## config.mk

```make
export PLATFORM = sky130hd
export DESIGN_NAME = branch_pc_unit_flat
export DESIGN_NICKNAME = d
export VERILOG_FILES = /design/src/rtl/branch_pc_if.sv /design/src/rtl/branch_pc_unit.sv /design/src/flat_wrapper.sv
export SDC_FILE = /design/constraint.sdc
export NUM_CORES = 1
export LEC_CHECK = 0
export BUFFER_PORTS_ARGS = -buffer_cell sky130_fd_sc_hd__buf_4
export CORE_MARGIN = 4
export CORE_UTILIZATION = 58
export DETAILED_ROUTE_END_ITERATION = 8
export GPL_TIMING_DRIVEN = 0
export HOLD_SLACK_MARGIN = 0.02
export PLACE_DENSITY_LB_ADDON = 0.2
export SYNTH_ARGS = -nofsm -noshare
export SYNTH_HDL_FRONTEND = slang
export SYNTH_SLANG_ARGS = --single-unit
export TNS_END_PERCENT = 50
```

## constraint.sdc

```tcl
create_clock -name clk -period 6.4 [get_ports clk]
set_clock_uncertainty 0.15 [all_clocks]
set_input_delay 0.32 -clock clk [delete_from_list [all_inputs] [get_ports clk]]
set_output_delay 0.32 -clock clk [all_outputs]
set_load 0.01 [all_outputs]
```

## src/rtl/branch_pc_if.sv

```systemverilog
`default_nettype none
// ============================================================================
//  Module      : branch_pc_if
//  Description : Execute-stage bus between the decoder/ALU side and the
//                branch/PC unit. The master drives the retiring instruction,
//                and the slave returns PC, carry and the result pulses.
//  Revision    : 1.0 - initial release
// ============================================================================
interface branch_pc_if #(
    parameter int ADDR_W = 32
);
    // Instruction side (decoder / ALU -> branch unit)
    logic              ex_valid;
    logic              stall;
    logic [3:0]        br_op;
    logic [2:0]        alu_flag;
    logic              carry_we;
    logic [ADDR_W-1:0] br_off;
    logic [ADDR_W-1:0] reg_target;

    // Result side (branch unit -> fetch / register file)
    logic [ADDR_W-1:0] pc;
    logic              carry_q;
    logic              link_we;
    logic [ADDR_W-1:0] link_data;
    logic              taken;
    logic              misalign;
    logic              illegal;
    logic              halted;

    modport master (
        output ex_valid, stall, br_op, alu_flag, carry_we, br_off, reg_target,
        input  pc, carry_q, link_we, link_data, taken, misalign, illegal, halted
    );

    modport slave (
        input  ex_valid, stall, br_op, alu_flag, carry_we, br_off, reg_target,
        output pc, carry_q, link_we, link_data, taken, misalign, illegal, halted
    );
endinterface
`default_nettype wire

```

## src/rtl/branch_pc_unit.sv

```systemverilog
`default_nettype none
// ============================================================================
//  Module      : branch_pc_unit
//  Description : Holds the architectural PC and carry flag, resolves
//                conditional/unconditional branches from ALU flags, produces
//                link writes for bl and handles the sticky halt state.
//                All outputs are registered.
//  Revision    : 1.0 - initial release
// ============================================================================
module branch_pc_unit #(
    parameter int                 ADDR_W   = 32,
    parameter logic [ADDR_W-1:0]  RESET_PC = '0
) (
    input  wire logic  clk,
    input  wire logic  rst,
    branch_pc_if.slave bus
);

    // Branch opcode encoding
    localparam logic [3:0] OP_NONE = 4'b0000;
    localparam logic [3:0] OP_B    = 4'b0001;
    localparam logic [3:0] OP_BR   = 4'b0010;
    localparam logic [3:0] OP_BLTZ = 4'b0011;
    localparam logic [3:0] OP_BZ   = 4'b0100;
    localparam logic [3:0] OP_BNZ  = 4'b0101;
    localparam logic [3:0] OP_BL   = 4'b0110;
    localparam logic [3:0] OP_BCY  = 4'b0111;
    localparam logic [3:0] OP_BNCY = 4'b1000;
    localparam logic [3:0] OP_HALT = 4'b1111;

    // Only two modes: running, or halted until reset
    typedef enum logic [0:0] {
        MODE_RUN  = 1'b0,
        MODE_HALT = 1'b1
    } mode_t;

    mode_t             mode_q;
    logic [ADDR_W-1:0] pc_q;
    logic              carry_q;
    logic              link_we_q;
    logic [ADDR_W-1:0] link_data_q;
    logic              taken_q;
    logic              misalign_q;
    logic              illegal_q;

    logic              adv;
    logic [ADDR_W-1:0] seq_addr;
    logic [ADDR_W-1:0] rel_addr;
    logic [ADDR_W-1:0] pc_d;
    logic              taken_d;
    logic              link_we_d;
    logic              misalign_d;
    logic              illegal_d;
    logic              halt_d;

    // An instruction retires only when valid, not frozen and not halted
    assign adv      = bus.ex_valid & ~bus.stall & (mode_q == MODE_RUN);
    // Both targets wrap silently modulo 2^ADDR_W
    assign seq_addr = pc_q + ADDR_W'(4);
    assign rel_addr = seq_addr + bus.br_off;

    // Next-PC selection and pulse decode; conditional branches see the carry
    // flag as it stood before this edge's carry_we update
    always_comb begin
        pc_d       = seq_addr;
        taken_d    = 1'b0;
        link_we_d  = 1'b0;
        misalign_d = 1'b0;
        illegal_d  = 1'b0;
        halt_d     = 1'b0;
        unique case (bus.br_op)
            OP_NONE: pc_d = seq_addr;
            OP_B: begin
                pc_d    = rel_addr;
                taken_d = 1'b1;
            end
            OP_BR: begin
                pc_d       = {bus.reg_target[ADDR_W-1:2], 2'b00};
                taken_d    = 1'b1;
                misalign_d = (bus.reg_target[1:0] != 2'b00);
            end
            OP_BLTZ: begin
                taken_d = bus.alu_flag[1];
                pc_d    = bus.alu_flag[1] ? rel_addr : seq_addr;
            end
            OP_BZ: begin
                taken_d = bus.alu_flag[0];
                pc_d    = bus.alu_flag[0] ? rel_addr : seq_addr;
            end
            OP_BNZ: begin
                taken_d = ~bus.alu_flag[0];
                pc_d    = bus.alu_flag[0] ? seq_addr : rel_addr;
            end
            OP_BL: begin
                pc_d      = rel_addr;
                taken_d   = 1'b1;
                link_we_d = 1'b1;
            end
            OP_BCY: begin
                taken_d = carry_q;
                pc_d    = carry_q ? rel_addr : seq_addr;
            end
            OP_BNCY: begin
                taken_d = ~carry_q;
                pc_d    = carry_q ? seq_addr : rel_addr;
            end
            OP_HALT: begin
                pc_d   = pc_q;
                halt_d = 1'b1;
            end
            default: begin
                pc_d      = seq_addr;
                illegal_d = 1'b1;
            end
        endcase
    end

    // Architectural state, mode and registered result pulses
    always_ff @(posedge clk) begin
        if (rst) begin
            mode_q      <= MODE_RUN;
            pc_q        <= RESET_PC;
            carry_q     <= 1'b0;
            link_we_q   <= 1'b0;
            link_data_q <= '0;
            taken_q     <= 1'b0;
            misalign_q  <= 1'b0;
            illegal_q   <= 1'b0;
        end else begin
            // Pulses default low; they only fire on a retiring edge
            link_we_q  <= 1'b0;
            taken_q    <= 1'b0;
            misalign_q <= 1'b0;
            illegal_q  <= 1'b0;
            if (adv) begin
                pc_q       <= pc_d;
                link_we_q  <= link_we_d;
                taken_q    <= taken_d;
                misalign_q <= misalign_d;
                illegal_q  <= illegal_d;
                if (bus.carry_we) begin
                    carry_q <= bus.alu_flag[2];
                end
                if (link_we_d) begin
                    link_data_q <= seq_addr;
                end
                if (halt_d) begin
                    mode_q <= MODE_HALT;
                end
            end
        end
    end

    assign bus.pc        = pc_q;
    assign bus.carry_q   = carry_q;
    assign bus.link_we   = link_we_q;
    assign bus.link_data = link_data_q;
    assign bus.taken     = taken_q;
    assign bus.misalign  = misalign_q;
    assign bus.illegal   = illegal_q;
    assign bus.halted    = (mode_q == MODE_HALT);

endmodule
`default_nettype wire

```

## src/flat_wrapper.sv

```systemverilog
// flat-port wrapper written by rule: the top's interface ports become plain ports
module branch_pc_unit_flat 
#(
    parameter int                 ADDR_W   = 32,
    parameter logic [ADDR_W-1:0]  RESET_PC = '0
)
  (clk, rst, bus_ex_valid, bus_stall, bus_br_op, bus_alu_flag, bus_carry_we, bus_br_off, bus_reg_target, bus_pc, bus_carry_q, bus_link_we, bus_link_data, bus_taken, bus_misalign, bus_illegal, bus_halted);
  branch_pc_if #(.ADDR_W(ADDR_W)) bus_i ();
  input  wire logic clk;
  input  wire logic rst;
  input wire logic [$bits(bus_i.ex_valid)-1:0] bus_ex_valid;
  input wire logic [$bits(bus_i.stall)-1:0] bus_stall;
  input wire logic [$bits(bus_i.br_op)-1:0] bus_br_op;
  input wire logic [$bits(bus_i.alu_flag)-1:0] bus_alu_flag;
  input wire logic [$bits(bus_i.carry_we)-1:0] bus_carry_we;
  input wire logic [$bits(bus_i.br_off)-1:0] bus_br_off;
  input wire logic [$bits(bus_i.reg_target)-1:0] bus_reg_target;
  output wire logic [$bits(bus_i.pc)-1:0] bus_pc;
  output wire logic [$bits(bus_i.carry_q)-1:0] bus_carry_q;
  output wire logic [$bits(bus_i.link_we)-1:0] bus_link_we;
  output wire logic [$bits(bus_i.link_data)-1:0] bus_link_data;
  output wire logic [$bits(bus_i.taken)-1:0] bus_taken;
  output wire logic [$bits(bus_i.misalign)-1:0] bus_misalign;
  output wire logic [$bits(bus_i.illegal)-1:0] bus_illegal;
  output wire logic [$bits(bus_i.halted)-1:0] bus_halted;
  assign bus_i.ex_valid = bus_ex_valid;
  assign bus_i.stall = bus_stall;
  assign bus_i.br_op = bus_br_op;
  assign bus_i.alu_flag = bus_alu_flag;
  assign bus_i.carry_we = bus_carry_we;
  assign bus_i.br_off = bus_br_off;
  assign bus_i.reg_target = bus_reg_target;
  assign bus_pc = bus_i.pc;
  assign bus_carry_q = bus_i.carry_q;
  assign bus_link_we = bus_i.link_we;
  assign bus_link_data = bus_i.link_data;
  assign bus_taken = bus_i.taken;
  assign bus_misalign = bus_i.misalign;
  assign bus_illegal = bus_i.illegal;
  assign bus_halted = bus_i.halted;
  branch_pc_unit #(.ADDR_W(ADDR_W), .RESET_PC(RESET_PC)) u_core (.clk(clk), .rst(rst), .bus(bus_i));
endmodule
```

Word-level counts from Yosys, hierarchy flattened
Cells that the tools add are included.
- add/subtract/negate cells: 2
- equality and inequality tests: 9
- multiplexer cells: 10
- bitwise logic cells: 9
- reduce and logical (&&, ||, !) cells: 11
- operator list (operator ; count):
    $pmux 32 s8 ; 1
    $mux 32 ; 5
    $add 32x3->32 const B ; 1
    $add 32x32->32 ; 1
    $eq 4x3->1 const B ; 4
    $reduce_or 10->1 ; 1
    $eq 4x2->1 const B ; 2
    $eq 4x4->1 const B ; 2
    $reduce_and 2->1 ; 4
    $not 1->1 ; 7
    $pmux 1 s6 ; 1
    $reduce_or 3->1 ; 2
    $eq 4x1->1 const B ; 1
    $logic_not 4->1 ; 1
    $reduce_or 2->1 ; 2
    $mux 1 ; 3
    $and 1x1->1 ; 2
    $reduce_bool 2->1 ; 1
- flip-flop bits (word level): 70
- bits of input ports: 76
- output and inout port bits: 70

Depth between registers and ports, before layout
Gate-level depths: netlist of run 1.
- depth after elaboration: 5
- mapped depth: 15
- depth with buffers taken out: 15

Least setup slack after synthesis of run 1
Ideal clock, no wire load.
- path type: reg-to-reg
- start: reg u_core.pc_q[10], in the netlist u_core.bus.pc[10]
- end: reg u_core.pc_q[28], in the netlist u_core.bus.pc[28]
- library setup time: 133 ps
- arrival: 3196 ps
- required time: 6117 ps
- slack: 2922 ps
- stages on the path, launching flop included: 15
- path buffers: 0
- clock period less this slack: 3478 ps
- cells stage by stage: dfxtp_1 -> and4_1 -> nand3_4 -> nor3_1 -> nand2_1 -> xor2_1 -> inv_1 -> ha_1 -> a21o_1 -> o21bai_1 -> a21o_1 -> a2111oi_0 -> o21ai_0 -> a221oi_1 -> a31oi_1
- cells in the longest elaborated chain, start to end: 4
- elaborated cells on any way between the ends: 8
- those cells by class: add/sub: 2; mux: 6
- ends and longest elaborated chain (item ; RTL line ; source):
    start: declaration ; branch_pc_unit.sv:38 ; logic [ADDR_W-1:0] pc_q;
    start signal: assignment ; branch_pc_unit.sv:136 ; pc_q <= pc_d;
    $add 32x3->32 (*) ; branch_pc_unit.sv:59 ; assign seq_addr = pc_q + ADDR_W'(4);
    net u_core.seq_addr[23] ; branch_pc_unit.sv:47 ; logic [ADDR_W-1:0] seq_addr;
    $add 32x32->32 (*) ; branch_pc_unit.sv:60 ; assign rel_addr = seq_addr + bus.br_off;
    $mux 32 (on tied branches) ; -- ;
    $pmux 32 s8 (*) ; branch_pc_unit.sv:71 ; unique case (bus.br_op)
The timed path passes the listed nets; every way through them passes the cells marked *.
A chain may end at the register's enable or synchronous reset.

Final worst setup path of run 1
- start: reg u_core.pc_q[4], in the netlist u_core.bus.pc[4]
- end: reg u_core.pc_q[31], in the netlist u_core.bus.pc[31]
The elaborated chain is that of the path after synthesis.

==> results of run 1 <==
[registers in the layout, summed over array words and instances (netlist names)]
signal and flops:
u_core.bus.taken 1, u_core.bus.pc 32, u_core.bus.link_data 32, u_core.bus.halted 1
u_core.bus.carry_q 1, u_core.bus.illegal 1, u_core.bus.misalign 1, u_core.bus.link_we 1
[cell usage after synthesis (3+ instances only)]
master	number
a211oi_1	17
a21o_1	15
a21oi_1	64
a221o_1	13
a221oi_1	6
a31oi_1	6
and3_1	12
and4_1	8
buf_2	5
clkbuf_1	31
dfxtp_1	70
ha_1	38
inv_1	19
nand2_1	38
nand2b_1	9
nand3_1	18
nand3b_1	4
nand4_1	12
nor2_1	100
nor2b_1	3
nor3_1	48
o211ai_1	7
o21a_1	4
o21ai_0	31
o21ai_1	6
o21bai_1	8
o22ai_1	5
o31ai_1	4
or3_1	3
xnor2_1	20
xor2_1	29
[worst min-delay path by stage]
| stage | end | start | cells past startpoint |
|---|---|---|---|
| after floorplan | u_core.bus.link_data[0] | u_core.bus.pc[0] | 2 |
| after global placement | u_core.bus.link_data[1] | u_core.bus.link_data[1] | 2 |
| after detailed placement | u_core.bus.link_data[1] | u_core.bus.link_data[1] | 2 |
| after CTS | u_core.bus.carry_q | bus_alu_flag[2] | 3 |
| after global routing | u_core.bus.carry_q | bus_alu_flag[2] | 3 |
| final | u_core.bus.carry_q | bus_alu_flag[2] | 3 |
[metrics by stage]
step,hold slack (ps),util (%),worst slack [ps],std cells,area (µm²)
floorplan,313,-,2920,707,5390
global placement,297,74.1,2270,957,6590
detailed placement,306,74.1,2250,957,6590
CTS,84.6,76.3,2200,973,6790
global route,91.0,76.3,1840,973,6790
finish,83.4,76.3,2110,973,6790
[power breakdown]
part / total, W / internal [W] / switching, W / leakage (nW)
registers: 0.000484 / 0.000453 / 0.0000304 / 0.570
clock network: 0.000379 / 0.000200 / 0.000179 / 0.106
logic: 0.000402 / 0.000165 / 0.000237 / 2.40
[worst min-delay path, stage by stage]
cell and delay, ps:
buf_4 110, nand3_1 50, a21oi_1 60
[routing by layer]
metal | GRT usage [%] | part of all wire, % | vias up
met4 | 16.4 | 4.2 | 0
met3 | 8.50 | 12 | 88
met2 | 58.7 | 45 | 473
li1 | - | - | 2926
met1 | 46.2 | 38 | 2997
met5 | 0 | 0 | -
[cells by family after synthesis]
group / after synthesis / share of synthesized area (%)
mux: 4 / 0.790
simple gates: 275 / 25.5
fa+ha+maj: 39 / 9.20
xor+xnor: 49 / 7.97
compound gates: 211 / 26.2
buf+inv: 59 / 4.37
flops: 70 / 26.0
[layout make-up]
cell class	instances	area, µm²	area share, %
buffer	39	160	2.36
inverter	20	75.1	1.11
sequential	70	1400	20.6
clock inverter	4	45.0	0.664
timing repair buffer	142	1070	15.7
multi-input combinational	578	3750	55.2
tap	108	135	1.99
clock buffer	12	155	2.29
==> metrics.csv, run 1 <==
stage,metric,value,unit
logic_synthesis,sequential element share of the synthesized area,26.0,%
routing,Iter 0 DRT Violations,589,
logic_synthesis,Netlist Area Pre-Place,5390,µm²
final_layout,"commonest non-fill, non-tap cells in the layout","buf_4, nor2_1, dfxtp_1",
logic_synthesis,post-synthesis cell type count,73,
setup_path,worst path required time,6490,ps
cts,post-CTS sizing,0,
die,core area,8890,µm²
routing,Vias,6484,
sta,Max Slew Vio Count,0,
pwr,Tot Pwr,0.00126,W
routing,Total Routed Length,20.8,mm
final_layout,"Area growth, synth to finish",26.0,%
logic_synthesis,Post-Synthesis Cells,707,
logic_synthesis,Synth top area share,26.0,%
global_routing,GRT Util Overall,36.4,%
setup_path,Worst EP arrival,4380,ps
cts,CTS max path bufs,2,
cts,CTS tree,done,
global_routing,largest net degree at the start of global routing,12,
logic_synthesis,post-synth top area cell,dfxtp_1,
global_routing,vias in the first global route,6262,
setup_path,Worst setup EP type,flop,
global_routing,initial antenna violation count,0,
setup_path,largest stage delay on the critical path,680,ps
die,Initial Util,60.6,%
setup_path,critical path peak fanout,7,
logic_synthesis,dominant synthesized flop cell,dfxtp_1,
pwr,VDD IR max,0.154,mV
setup_path,reg2reg start,u_core.bus.pc[4],
sta,Final Hold Viols,0,
global_routing,GR Overflow Total,0,
setup_path,Reg2Reg Depth,12,
cts,H-tree depth,3,
pwr,LEAKAGE,3.08,nW
cts,CTS buffer count,9,
logic_synthesis,yosys warns,0,
final_layout,layout cells sized above 1,21.2,%
routing,Detailed Routing Iterations Pass 1,5,
routing,WL per Instance,21.4,µm
cts,worst-skew pair later-pin latency,350,ps
final_layout,ANT cells,0,
logic_synthesis,Mean Syn Cell Area,7.62,µm²
setup_path,cell chain of the critical path,and4_1 > and3_1 > nand2_1 > xnor2_1 > ha_1 > a21boi_0 > o31ai_1 > a211oi_1 > o21ai_0 > a21boi_0 > mux2i_1 > o21ai_0,
outcome,status,"finished, final reports clean",
cts,CTS sink cnt,70,
sta,RSZ-0062 raised after global routing,no,
pwr,PwrDens,186,nW/µm²
cts,# Post-CTS Setup Buffers,0,
die,Die ar.,10900,µm²
placed_design,Final Wtd Congestion,1.01,
setup_path,Levels on crit path,12,
routing,via density per instance,6.66,
global_routing,first-pass GRT wire length,32.1,mm
setup_path,Crit path max-delay family,compound AO/OA/AOI/OAI gates,
setup_path,crit start category,flop,
setup_path,combined buffer and inverter count along the critical path,0,
routing,Routed Antenna Nets,0,
logic_synthesis,"EDFF count, synth",0,
routing,DRC Markers,0,
die,# IOs,146,
die,die width,104,µm
sta,final setup fails,0,
cts,clk root buf,clkbuf_8,
die,row cnt,34,
final_layout,Nets,975,
sta,Setup TNS Final,0,ps
cts,Clock transition at path regs,90,ps
final_layout,Fillers,671,
flow_run,max-capacitance violation count,0,
setup_path,Worst setup endpoint,u_core.bus.pc[31],
setup_path,Setup CP Type,flop to flop,
setup_path,CP startpoint,u_core.bus.pc[4],
sta,Peak Freq,233,MHz
sta,Least-Margin Pin Slew,976,ps
placed_design,Final HPWL DP,15.8,mm
placed_design,IO Port Bufs,142,
cts,Hold Buf Count CTS,0,
logic_synthesis,synth top area cells,"dfxtp_1, ha_1, nor2_1",
setup_path,RR Endpoint,u_core.bus.pc[31],
die,chip height,104,µm
logic_synthesis,ys async rst share,0,%
setup_path,internal reg-to-reg setup slack,2110,ps
worst_hold_path,Worst Hold Class,input port to flop,
logic_synthesis,Synth Register Bits,70,
sta,"Period Utilization, post-route",67.0,%
logic_synthesis,syn nets,822,
setup_path,CP max stage cell,o31ai_1,
sta,Slew HR,34.7,%
final_layout,"commonest non-fill, non-tap cell in the layout",buf_4,
sta,clock period minus worst slack,4290,ps
Power figures use the tool's default switching activity.
==> inputs of run 2 (changes only) <==
--- a/config.mk
+++ b/config.mk
@@ -7,7 +7,7 @@
 export LEC_CHECK = 0
 export BUFFER_PORTS_ARGS = -buffer_cell sky130_fd_sc_hd__buf_4
 export CORE_MARGIN = 4
-export CORE_UTILIZATION = 58
+export CORE_UTILIZATION = 54
 export DETAILED_ROUTE_END_ITERATION = 8
 export GPL_TIMING_DRIVEN = 0
 export HOLD_SLACK_MARGIN = 0.02
==> constraint.sdc (replaced) <==
create_clock -name clk -period 4.5 [get_ports clk]
set_clock_uncertainty 0.15 [all_clocks]
set_input_delay 0.225 -clock clk [delete_from_list [all_inputs] [get_ports clk]]
set_output_delay 0.225 -clock clk [all_outputs]
set_load 0.01 [all_outputs]
==> run 2 against run 1 <==
Net effect: clock power increased by 46%; wire length increased by 0.87%; cell count increased by 3.1%; sequential cell count unchanged; global-route usage decreased by 1.3 points; register-to-register slack got worse by 1900 ps; setup slack got worse by 1900 ps; maximum frequency decreased by 0.56%.
==> metrics.csv, run 2 (synthesized netlist as in run 1, its figures left out) <==
stage,metric,value,unit
pwr,Tot Pwr,0.00181,W
setup_path,Worst EP arrival,4410,ps
global_routing,GRT Util Overall,35.1,%
final_layout,"commonest non-fill, non-tap cell in the layout",buf_4,
global_routing,initial antenna violation count,0,
flow_run,max-capacitance violation count,0,
pwr,VDD IR max,0.126,mV
global_routing,largest net degree at the start of global routing,13,
routing,Detailed Routing Iterations Pass 1,7,
routing,Vias,6389,
cts,CTS sink cnt,70,
worst_hold_path,Worst Hold Class,input port to flop,
sta,Max Slew Vio Count,0,
setup_path,crit start category,flop,
sta,Final Hold Viols,0,
die,row cnt,36,
die,chip height,108,µm
routing,Iter 0 DRT Violations,765,
outcome,status,"finished, final reports clean",
sta,RSZ-0062 raised after global routing,no,
die,# IOs,146,
global_routing,vias in the first global route,5923,
final_layout,Final Cell Area,6880,µm²
setup_path,Worst setup EP type,flop,
placed_design,Final Wtd Congestion,0.974,
setup_path,CP startpoint,u_core.bus.pc[4],
final_layout,Nets,980,
sta,final setup fails,0,
pwr,PwrDens,263,nW/µm²
setup_path,critical path peak fanout,7,
cts,CTS tree,done,
global_routing,GR Overflow Total,0,
cts,H-tree depth,3,
routing,Routed Antenna Nets,0,
die,Initial Util,55.3,%
final_layout,"commonest non-fill, non-tap cells in the layout","buf_4, nor2_1, dfxtp_1",
placed_design,IO Port Bufs,142,
sta,"Period Utilization, post-route",95.8,%
setup_path,Setup CP Type,flop to flop,
final_layout,ANT cells,0,
placed_design,Post-DP Area,6620,µm²
die,Die ar.,11600,µm²
final_layout,layout cells sized above 1,21.3,%
die,core area,9730,µm²
sta,Setup TNS Final,0,ps
die,die width,108,µm
placed_design,Final HPWL DP,15.6,mm
routing,Total Routed Length,21.0,mm
routing,via density per instance,6.37,
sta,Peak Freq,232,MHz
routing,DRC Markers,0,
global_routing,first-pass GRT wire length,31.3,mm
sta,clock period minus worst slack,4310,ps
worst_hold_path,hold path startpoint,bus_reg_target[1],
cts,Clock transition at path regs,80,ps
cts,CTS buffer count,9,
sta,Slew HR,34.5,%
cts,clk root buf,clkbuf_8,
cts,worst-skew pair later-pin latency,370,ps
cts,# Post-CTS Setup Buffers,0,
routing,WL per Instance,20.9,µm
cts,CTS max path bufs,2,
sta,Least-Margin Pin Slew,978,ps
setup_path,reg2reg start,u_core.bus.pc[4],
pwr,LEAKAGE,3.09,nW
setup_path,worst path required time,4600,ps
final_layout,"Area growth, synth to finish",27.8,%
## run 2: cell types whose count changed in the layout (fill, tap and decap cells not counted)
cell           before  now
dlygate4sd3_1       0    5
clkinvlp_4          0    3
clkinv_2            3    1
a211oi_1           17   16
a211oi_2            1    2
clkbuf_1           32   31
## run 2: path summary, 6_finish.rpt
path	endpoint	slack, ps	depth (start not counted)
setup / recovery	u_core.bus.pc[31]	190	12
hold reg to reg	u_core.bus.link_data[0]	320	2
hold / removal	u_core.bus.misalign	6	3
setup reg to reg	u_core.bus.pc[31]	190	12
## run 2: cell type report
cell class	instances	area [µm²]
Inverter	20	75.1
Clock buffer	11	151
Tap cell	133	166
Sequential cell	70	1400
Clock inverter	5	57.6
Buffer	39	160
Multi-Input combinational cell	578	3750
Timing Repair Buffer	147	1120
Fill cell	858	2850
## run 2: what timing repair did
item                       4_1_cts  5_1_grt
hold buffers                     5        0
resized for setup                0        1
hold endpoints to repair         3        0
setup endpoints to repair        0        1
## run 2: critical path, stage by stage, from the launching register on
cell      delay [ps]
dfxtp_1          480
and4_1           370
and3_1           300
nand2_1          240
xnor2_1          380
ha_1             370
a21boi_0         180
o31ai_1          700
a211oi_2         220
o21ai_0          370
a21boi_0         190
mux2i_1          160
o21ai_0           90
## run 2: through the flow
stage                     std cells  hold WS (ps)  util, %  setup WS (ps)
after global routing           1003          31.4     70.7           7.11
after detailed placement        982           320     68.0            361
after global placement          982           297     68.0            378
after floorplan                 707           223        -           1020
final                          1003          6.02     70.7            187
after CTS                      1003          28.5     70.7            322
## run 2: routing by layer
metal,global-route usage (%),wire [µm]
met2,57.5,9610
met4,11.4,627
met5,0,0
met3,7.26,2440
met1,46.0,8290
## run 2: power by group
part	switching (W)	leakage (nW)	internal [W]
Clock	0.000267	0.0976	0.000285
Combinational	0.000335	2.42	0.000237
Sequential	0.0000437	0.570	0.000645
